===== src/rtl/i2c_master_wr.sv =====
// I2C write-only master. A start request sends START, the 7-bit address with
// R/W=0 and then up to NUM_BYTES payload bytes, checking ACK after every byte.
// The transaction closes with STOP and a one-cycle done pulse. SCL and SDA are
// modelled as open-drain: scl_o=1 releases SCL, and sda_oe=1 pulls SDA low.
module i2c_master_wr #(
    parameter int CLK_DIV   = 4,
    parameter int NUM_BYTES = 4,
    parameter int BCNT_W    = 5
) (
    input  logic                   clk,
    input  logic                   reset,
    input  logic                   start,
    input  logic [6:0]             dev_addr,
    input  logic [8*NUM_BYTES-1:0] wdata,
    input  logic [BCNT_W-1:0]      nbytes,
    input  logic                   sda_i,
    output logic                   scl_o,
    output logic                   sda_oe,
    output logic                   busy,
    output logic                   done,
    output logic                   ack_err
);

    localparam int                TW       = (CLK_DIV > 1) ? $clog2(CLK_DIV) : 1;
    localparam int                DW       = 8 * NUM_BYTES;
    localparam logic [TW-1:0]     TMR_LAST = TW'(CLK_DIV - 1);
    localparam logic [BCNT_W-1:0] NB_MAX   = BCNT_W'(NUM_BYTES);

    typedef enum logic [2:0] {
        S_IDLE     = 3'd0,
        S_START    = 3'd1,
        S_ADDR     = 3'd2,
        S_ADDR_ACK = 3'd3,
        S_DATA     = 3'd4,
        S_DATA_ACK = 3'd5,
        S_STOP     = 3'd6,
        S_DONE     = 3'd7
    } state_t;

    state_t            state_r, state_s;
    logic [TW-1:0]     tmr_r, tmr_s;
    logic [1:0]        q_r, q_s;
    logic [2:0]        bit_r, bit_s;
    logic [7:0]        sh_r, sh_s;
    logic [DW-1:0]     data_r, data_s;
    logic [BCNT_W-1:0] left_r, left_s;
    logic              nack_r, nack_s;
    logic              err_s;
    logic              tick_s, bit_end_s;
    logic              scl_s, oe_s, busy_s, done_s;

    // Next-state, counter and datapath logic; bus outputs are decoded from the next state
    always_comb begin
        state_s   = state_r;
        tmr_s     = tmr_r;
        q_s       = q_r;
        bit_s     = bit_r;
        sh_s      = sh_r;
        data_s    = data_r;
        left_s    = left_r;
        nack_s    = nack_r;
        err_s     = ack_err;
        tick_s    = (tmr_r == TMR_LAST);
        bit_end_s = tick_s && (q_r == 2'd3);

        // Quarter timer runs only while the bus is being driven
        if ((state_r == S_IDLE) || (state_r == S_DONE)) begin
            tmr_s = '0;
            q_s   = 2'd0;
        end else if (tick_s) begin
            tmr_s = '0;
            q_s   = q_r + 2'd1;
        end else begin
            tmr_s = tmr_r + TW'(1);
        end

        case (state_r)
            S_IDLE: begin
                if (start) begin
                    state_s = S_START;
                    sh_s    = {dev_addr, 1'b0};
                    data_s  = wdata;
                    left_s  = (nbytes > NB_MAX) ? NB_MAX : nbytes;
                    err_s   = 1'b0;
                    bit_s   = 3'd0;
                end else begin
                    state_s = S_IDLE;
                end
            end
            S_START: begin
                if (bit_end_s) begin
                    state_s = S_ADDR;
                    bit_s   = 3'd0;
                end else begin
                    state_s = S_START;
                end
            end
            S_ADDR, S_DATA: begin
                if (bit_end_s) begin
                    sh_s  = {sh_r[6:0], 1'b0};
                    bit_s = bit_r + 3'd1;
                    if (bit_r == 3'd7) begin
                        state_s = (state_r == S_ADDR) ? S_ADDR_ACK : S_DATA_ACK;
                    end else begin
                        state_s = state_r;
                    end
                end else begin
                    state_s = state_r;
                end
            end
            S_ADDR_ACK, S_DATA_ACK: begin
                // ACK is taken at the end of the second SCL-low-to-high quarter
                if (tick_s && (q_r == 2'd2)) begin
                    nack_s = sda_i;
                end else begin
                    nack_s = nack_r;
                end
                if (bit_end_s) begin
                    if (nack_r) begin
                        err_s   = 1'b1;
                        state_s = S_STOP;
                    end else if (left_r != '0) begin
                        state_s = S_DATA;
                        sh_s    = data_r[7:0];
                        data_s  = data_r >> 8;
                        left_s  = left_r - BCNT_W'(1);
                        bit_s   = 3'd0;
                    end else begin
                        state_s = S_STOP;
                    end
                end else begin
                    state_s = state_r;
                end
            end
            S_STOP: begin
                if (bit_end_s) begin
                    state_s = S_DONE;
                end else begin
                    state_s = S_STOP;
                end
            end
            S_DONE: begin
                state_s = S_IDLE;
            end
            default: begin
                state_s = S_IDLE;
            end
        endcase

        // Output levels for the cycle that follows this edge
        scl_s  = 1'b1;
        oe_s   = 1'b0;
        busy_s = 1'b1;
        done_s = 1'b0;
        case (state_s)
            S_IDLE: begin
                busy_s = 1'b0;
            end
            S_START: begin
                oe_s = q_s[1];
            end
            S_ADDR, S_DATA: begin
                scl_s = q_s[1];
                oe_s  = ~sh_s[7];
            end
            S_ADDR_ACK, S_DATA_ACK: begin
                scl_s = q_s[1];
            end
            S_STOP: begin
                scl_s = (q_s != 2'd0);
                oe_s  = ~q_s[1];
            end
            S_DONE: begin
                done_s = 1'b1;
            end
            default: begin
                busy_s = 1'b0;
            end
        endcase
    end

    // State, counters and registered bus/status outputs
    always_ff @(posedge clk) begin
        if (reset) begin
            state_r <= S_IDLE;
            tmr_r   <= '0;
            q_r     <= 2'd0;
            bit_r   <= 3'd0;
            sh_r    <= 8'h00;
            data_r  <= '0;
            left_r  <= '0;
            nack_r  <= 1'b0;
            scl_o   <= 1'b1;
            sda_oe  <= 1'b0;
            busy    <= 1'b0;
            done    <= 1'b0;
            ack_err <= 1'b0;
        end else begin
            state_r <= state_s;
            tmr_r   <= tmr_s;
            q_r     <= q_s;
            bit_r   <= bit_s;
            sh_r    <= sh_s;
            data_r  <= data_s;
            left_r  <= left_s;
            nack_r  <= nack_s;
            scl_o   <= scl_s;
            sda_oe  <= oe_s;
            busy    <= busy_s;
            done    <= done_s;
            ack_err <= err_s;
        end
    end

endmodule


===== config.mk =====
export PLATFORM = sky130hd
export DESIGN_NAME = i2c_master_wr
export DESIGN_NICKNAME = d
export VERILOG_FILES = /design/src/rtl/i2c_master_wr.sv
export SDC_FILE = /design/constraint.sdc
export NUM_CORES = 1
export LEC_CHECK = 0
export CAP_MARGIN = 10
export CORE_MARGIN = 1
export CORE_UTILIZATION = 40
export CTS_BUF_LIST = sky130_fd_sc_hd__clkbuf_16
export DETAILED_ROUTE_END_ITERATION = 8
export SLEW_MARGIN = 5
export SYNTH_ARGS = -nofsm -noshare
export SYNTH_HDL_FRONTEND = slang
export SYNTH_SLANG_ARGS = --single-unit

===== constraint.sdc =====
create_clock -name clk -period 3.6 [get_ports clk]
set_input_delay 0.72 -clock clk [delete_from_list [all_inputs] [get_ports clk]]
set_output_delay 0.72 -clock clk [all_outputs]
set_load 0.005 [all_outputs]

* Word level (Yosys, flattened, before mapping)
Index checks and enable logic that the tools add are counted.
Operators by class: order comparisons 1, eq/ne operators 25, multiplexer cells 44, bitwise logic cells 2, $add $sub $neg 4, reductions and logical operators 20
Operators by type and width (count):
- 2-to-1 mux 32 bit | 4
- one-hot mux 32 bit (2 select lines) | 1
- 2-to-1 mux 8 bit | 5
- 2-to-1 mux 3 bit | 10
- equality test 3 bit (second input constant) | 9
- 2-to-1 mux 5 bit | 5
- one-hot mux 8 bit (3 select lines) | 1
- one-hot mux 3 bit (6 select lines) | 1
- != test 2 bit (second input constant) | 7
- equality test 3 x 2 -> 1 bit (second input constant) | 4
- one-hot mux 3 bit (4 select lines) | 1
- 2-to-1 mux 2 bit | 5
- one-hot mux 5 bit (2 select lines) | 1
- 2-to-1 mux 1 bit | 7
- AND reduction 7 bit | 1
- equality test 2 bit (second input constant) | 3
- equality test 3 x 1 -> 1 bit (second input constant) | 2
- zero test 3 bit | 2
- AND reduction 6 bit | 1
- OR reduction 2 bit | 3
- > comparator 5 x 3 -> 1 bit (second input constant) | 1
- AND reduction 5 bit | 1
- nonzero test 5 bit | 1
- subtractor 5 x 1 -> 5 bit (second input constant) | 1
- 14 further kinds | 19
Storage, ports and cells: output and inout port bits 5, word-level logic and storage cells 110, register bits 61, bits of input ports 48

* Logic depth before layout (Yosys ltp)
word-level depth 8, depth in mapped cells 9, depth with buffers taken out 8

* Worst setup path before layout
OpenSTA, ideal clock, no wires.
kind input port to flip-flop, from input start, to register data_r[20], slack 1.773 ns, buffers on the path 2, data required time 3.463 ns, arrival 1.691 ns, setup time 0.137 ns, stages 7, cell sequence nor2b_1 nor2b_4 nor2_1 a21oi_2 buf_2 buf_2 a311oi_1
On the way: cells in the longest elaborated chain, start to end 2
RTL lines:
- from (decl) | RTL line 12 | input logic start,
- != test 2 bit (no line)
- AND reduction 5 bit (no line)
- to (signal assigned) | RTL line 204 | data_r <= data_s;
- to (decl) | RTL line 45 | logic [DW-1:0] data_r, data_s;
No other way between the ends. A chain may end at the register's enable or synchronous reset.

* Final worst setup path
from input start, to register data_r[12]
Same word-level chain as after synthesis.

==> impl_results.md <==
- Outcome: complete, no violations
- Max incr delay on CP: 0.45 ns
- Seq pwr share: 0.404
- Num CTS Buffers: 9
- Vias per cell: 5.240
- EDFF count, synth: 0
- # setup viols final: 0
- Layout cells sized above 1: 0.1068
- 1st-iter DRT viols: 140
- Count leader, synth: dfxtp_1
- Final wirelength: 6.688 mm
- P per Cell Area: 484.4 nW/µm²
- Critical path's top delay family: buffers and inverters
- TritonRoute pass-1 iters: 4
- CP Max Fanout: 48
- Logic pwr share: 0.108
- Pint: 1.423 mW
- Mapped Area: 2944 µm²
- Hold crit path type: reg -> reg
- RSZ-0062 raised after global routing: no
- Die W: 87.79 µm
- Pins Over Slew Limit: 0
- H-Tree Depth: 3
- Overflow after GRT: 0
- Top post-synthesis cells by count: 61 x dfxtp_1, 56 x nand2_1, 54 x nor2_1
- Switching power: 421.4 µW
- Vias in the first global route: 2367
- CTS tree: built
- Cell mode on critical path: nor2_1
- Core ar.: 6944 µm²
- HPWL after detailed placement: 4.605 mm
- Post_cts resized: 0
- Critical path buffers and inverters: 2
- Initial Util: 0.4240
- # DRC: 0
- P_leak: 1.445 nW
- Routed len/inst: 13.93 µm
- Final hold vios: 0
- Die area: 7707 µm²
- Yosys warns: 0
- Clock Sinks: 61
- Cts hold-fix bufs: 0
- Clock power share: 0.488
- Crit-path slowest cell: clkdlybuf4s50_1
- Final ANT Viol Nets: 0
- GPL Wtd Cong: 0.7561
- Final worst path period share: 0.6940
- CP Data Required Time: 3.82 ns
- Post-CTS Setup Inserts: 0
- Synth Instances: 338
- Worst EP arrival: 2.72 ns
- CP cell instances: clkdlybuf4s50_1 > nor2b_1 > nor2b_4 > nor2_1 > a21oi_4 > buf_4 > nor2_1 > a311oi_1
- Slew @ Worst Pin: 0.7844 ns
- Final net count: 434
- Crit path time final: 2.498 ns
- Skew-Pair Late Insertion Delay: 0.32 ns
- Clock transition at the registers of the reported paths: 0.05 ns
- Crit path launch type: input port
- Setup TNS: 0 ns
- Slew HR: 0.4730
- Final Core Density: 0.5483
- Crit. End Element: register
- Main area contributors after synthesis: dfxtp_1 41%, a311oi_1 7.4%, nand2_1 7.1%
- Largest area contributor in the netlist: dfxtp_1
- Root Driver: clkbuf_16
- Row Count: 30
- Top_reg_cell synth: dfxtp_1
- Pwr Total: 1.844 mW
- VDD IR max: 288.9 µV
- MaxCap Viol Count: 0
- Global-route wire length before repair: 11.27 mm
- Asr flop ratio synth: 0
- Fmax: 400.3 MHz
- N_diodes: 0
- Clock Path Buffers: 2
- Io pins: 53
- Syn avg cell area: 8.710 µm²
- Switching share of power: 0.2285
- DIE HEIGHT: 87.79 µm
- Clk_skew: 0.005563 ns
- Seq cells post-synth: 61
- Initial antenna violation count: 0
- IO Port Bufs: 52
- Distinct cells, synth: 52
- Sequential-to-total area share from yosys stat: 0.4148
- Via count: 2515
- WS Path Type: in -> reg
- Largest net degree at the start of global routing: 49
- All-layer global routing usage: 0.1909
- Post-synth top area share: 0.4148
- Area Overhead vs Synth: 29.32%
- Syn nets: 393
per-stage QoR:
| step | cells | instance area (µm²) | setup slack [ns] | hold WS, ns |
|---|---|---|---|---|
| floorplan | 338 | 2944 | 1.773 | 0.4043 |
| global placement | 464 | 3492 | 0.8571 | 0.4125 |
| detailed placement | 464 | 3492 | 0.7910 | 0.4288 |
| CTS | 480 | 3807 | 1.106 | 0.4360 |
| global route | 480 | 3807 | 0.8910 | 0.4666 |
| finish | 480 | 3807 | 1.102 | 0.4352 |
cells by family (layout without fill, tap and decap cells):
group / count (synthesis) / count (layout) / synth area share
buffers and inverters: 33 / 79 / 0.05354
AND/OR/NAND/NOR: 148 / 148 / 0.2452
multiplexers: 5 / 5 / 0.01700
flip-flops: 61 / 61 / 0.4148
AO/OA/AOI/OAI: 79 / 79 / 0.2223
XOR/XNOR: 5 / 5 / 0.01743
adder cells (fa/ha/maj): 7 / 7 / 0.02975
area by class of cell:
cell class,instances,area (µm²)
flip-flops and latches,61,1221
repair buffers,57,553.0
multi-input cells,244,1575
fillers,651,3137
clock inverters,7,90.09
clock buffers,9,225.2
well taps,96,120.1
inverters,6,22.52
power groups by stage:
stage	Combinational [mW]	Sequential, mW	Clock (mW)
floorplan	0.128	0.748	0
global placement	0.197	0.758	0
detailed placement	0.200	0.758	0
CTS	0.201	0.744	0.917
global route	0.223	0.750	0.951
finish	0.199	0.745	0.900
cells in the final DEF, fill, tap and decap left out, types with 2 or more instances in the layout:
master | netlist | final
a22o_1 | 6 | 6
xnor2_1 | 3 | 3
inv_1 | 6 | 6
mux2i_1 | 5 | 5
clkbuf_16 | 0 | 9
o21ai_0 | 2 | 2
a311oi_1 | 25 | 25
and3_1 | 2 | 2
nor2b_1 | 2 | 2
nor3_2 | 3 | 3
nand3b_1 | 2 | 2
dfxtp_1 | 61 | 61
bufinv_16 | 0 | 2
a21oi_1 | 9 | 9
a22oi_1 | 9 | 9
nor3_4 | 2 | 2
o21a_1 | 3 | 3
nor3_1 | 9 | 9
nor4_2 | 2 | 2
a221oi_1 | 8 | 8
a31oi_2 | 2 | 2
and2_1 | 5 | 5
buf_4 | 2 | 5
clkinv_2 | 0 | 2
nand2_1 | 56 | 56
ha_1 | 7 | 7
a211oi_1 | 4 | 4
o211ai_1 | 2 | 2
nor2_1 | 54 | 53
clkdlybuf4s50_1 | 0 | 51
registers in the layout, summed over array words and instances (netlist names):
signal / cells
data_r: 32
sh_r: 8
left_r: 5
bit_r: 3
state_r: 3
q_r: 2
tmr_r: 2
ack_err: 1
busy: 1
done: 1
nack_r: 1
scl_o: 1
sda_oe: 1
metal layers:
| layer | part of all wire | vias up | track usage |
|---|---|---|---|
| li1 | - | 1300 | - |
| met1 | 0.48 | 1150 | 0.2552 |
| met2 | 0.46 | 57 | 0.3037 |
| met3 | 0.047 | 8 | 0.03299 |
| met4 | 0.014 | 0 | 0.08048 |
| met5 | 0 | - | 0 |
final timing paths:
check | cells after the start | endpoint | slack (ns) | start
hold / removal | 1 | tmr_r[0]$_SDFF_PP0_ | 0.44 | tmr_r[0]$_SDFF_PP0_
setup / recovery | 8 | data_r[12]$_SDFFE_PP0P_ | 1.10 | start
hold reg to reg | 1 | tmr_r[0]$_SDFF_PP0_ | 0.44 | tmr_r[0]$_SDFF_PP0_
setup reg to reg | 6 | left_r[4]$_SDFFE_PP0P_ | 1.23 | state_r[1]$_SDFF_PP0_
No activity file was read; power rests on OpenSTA's default activity.
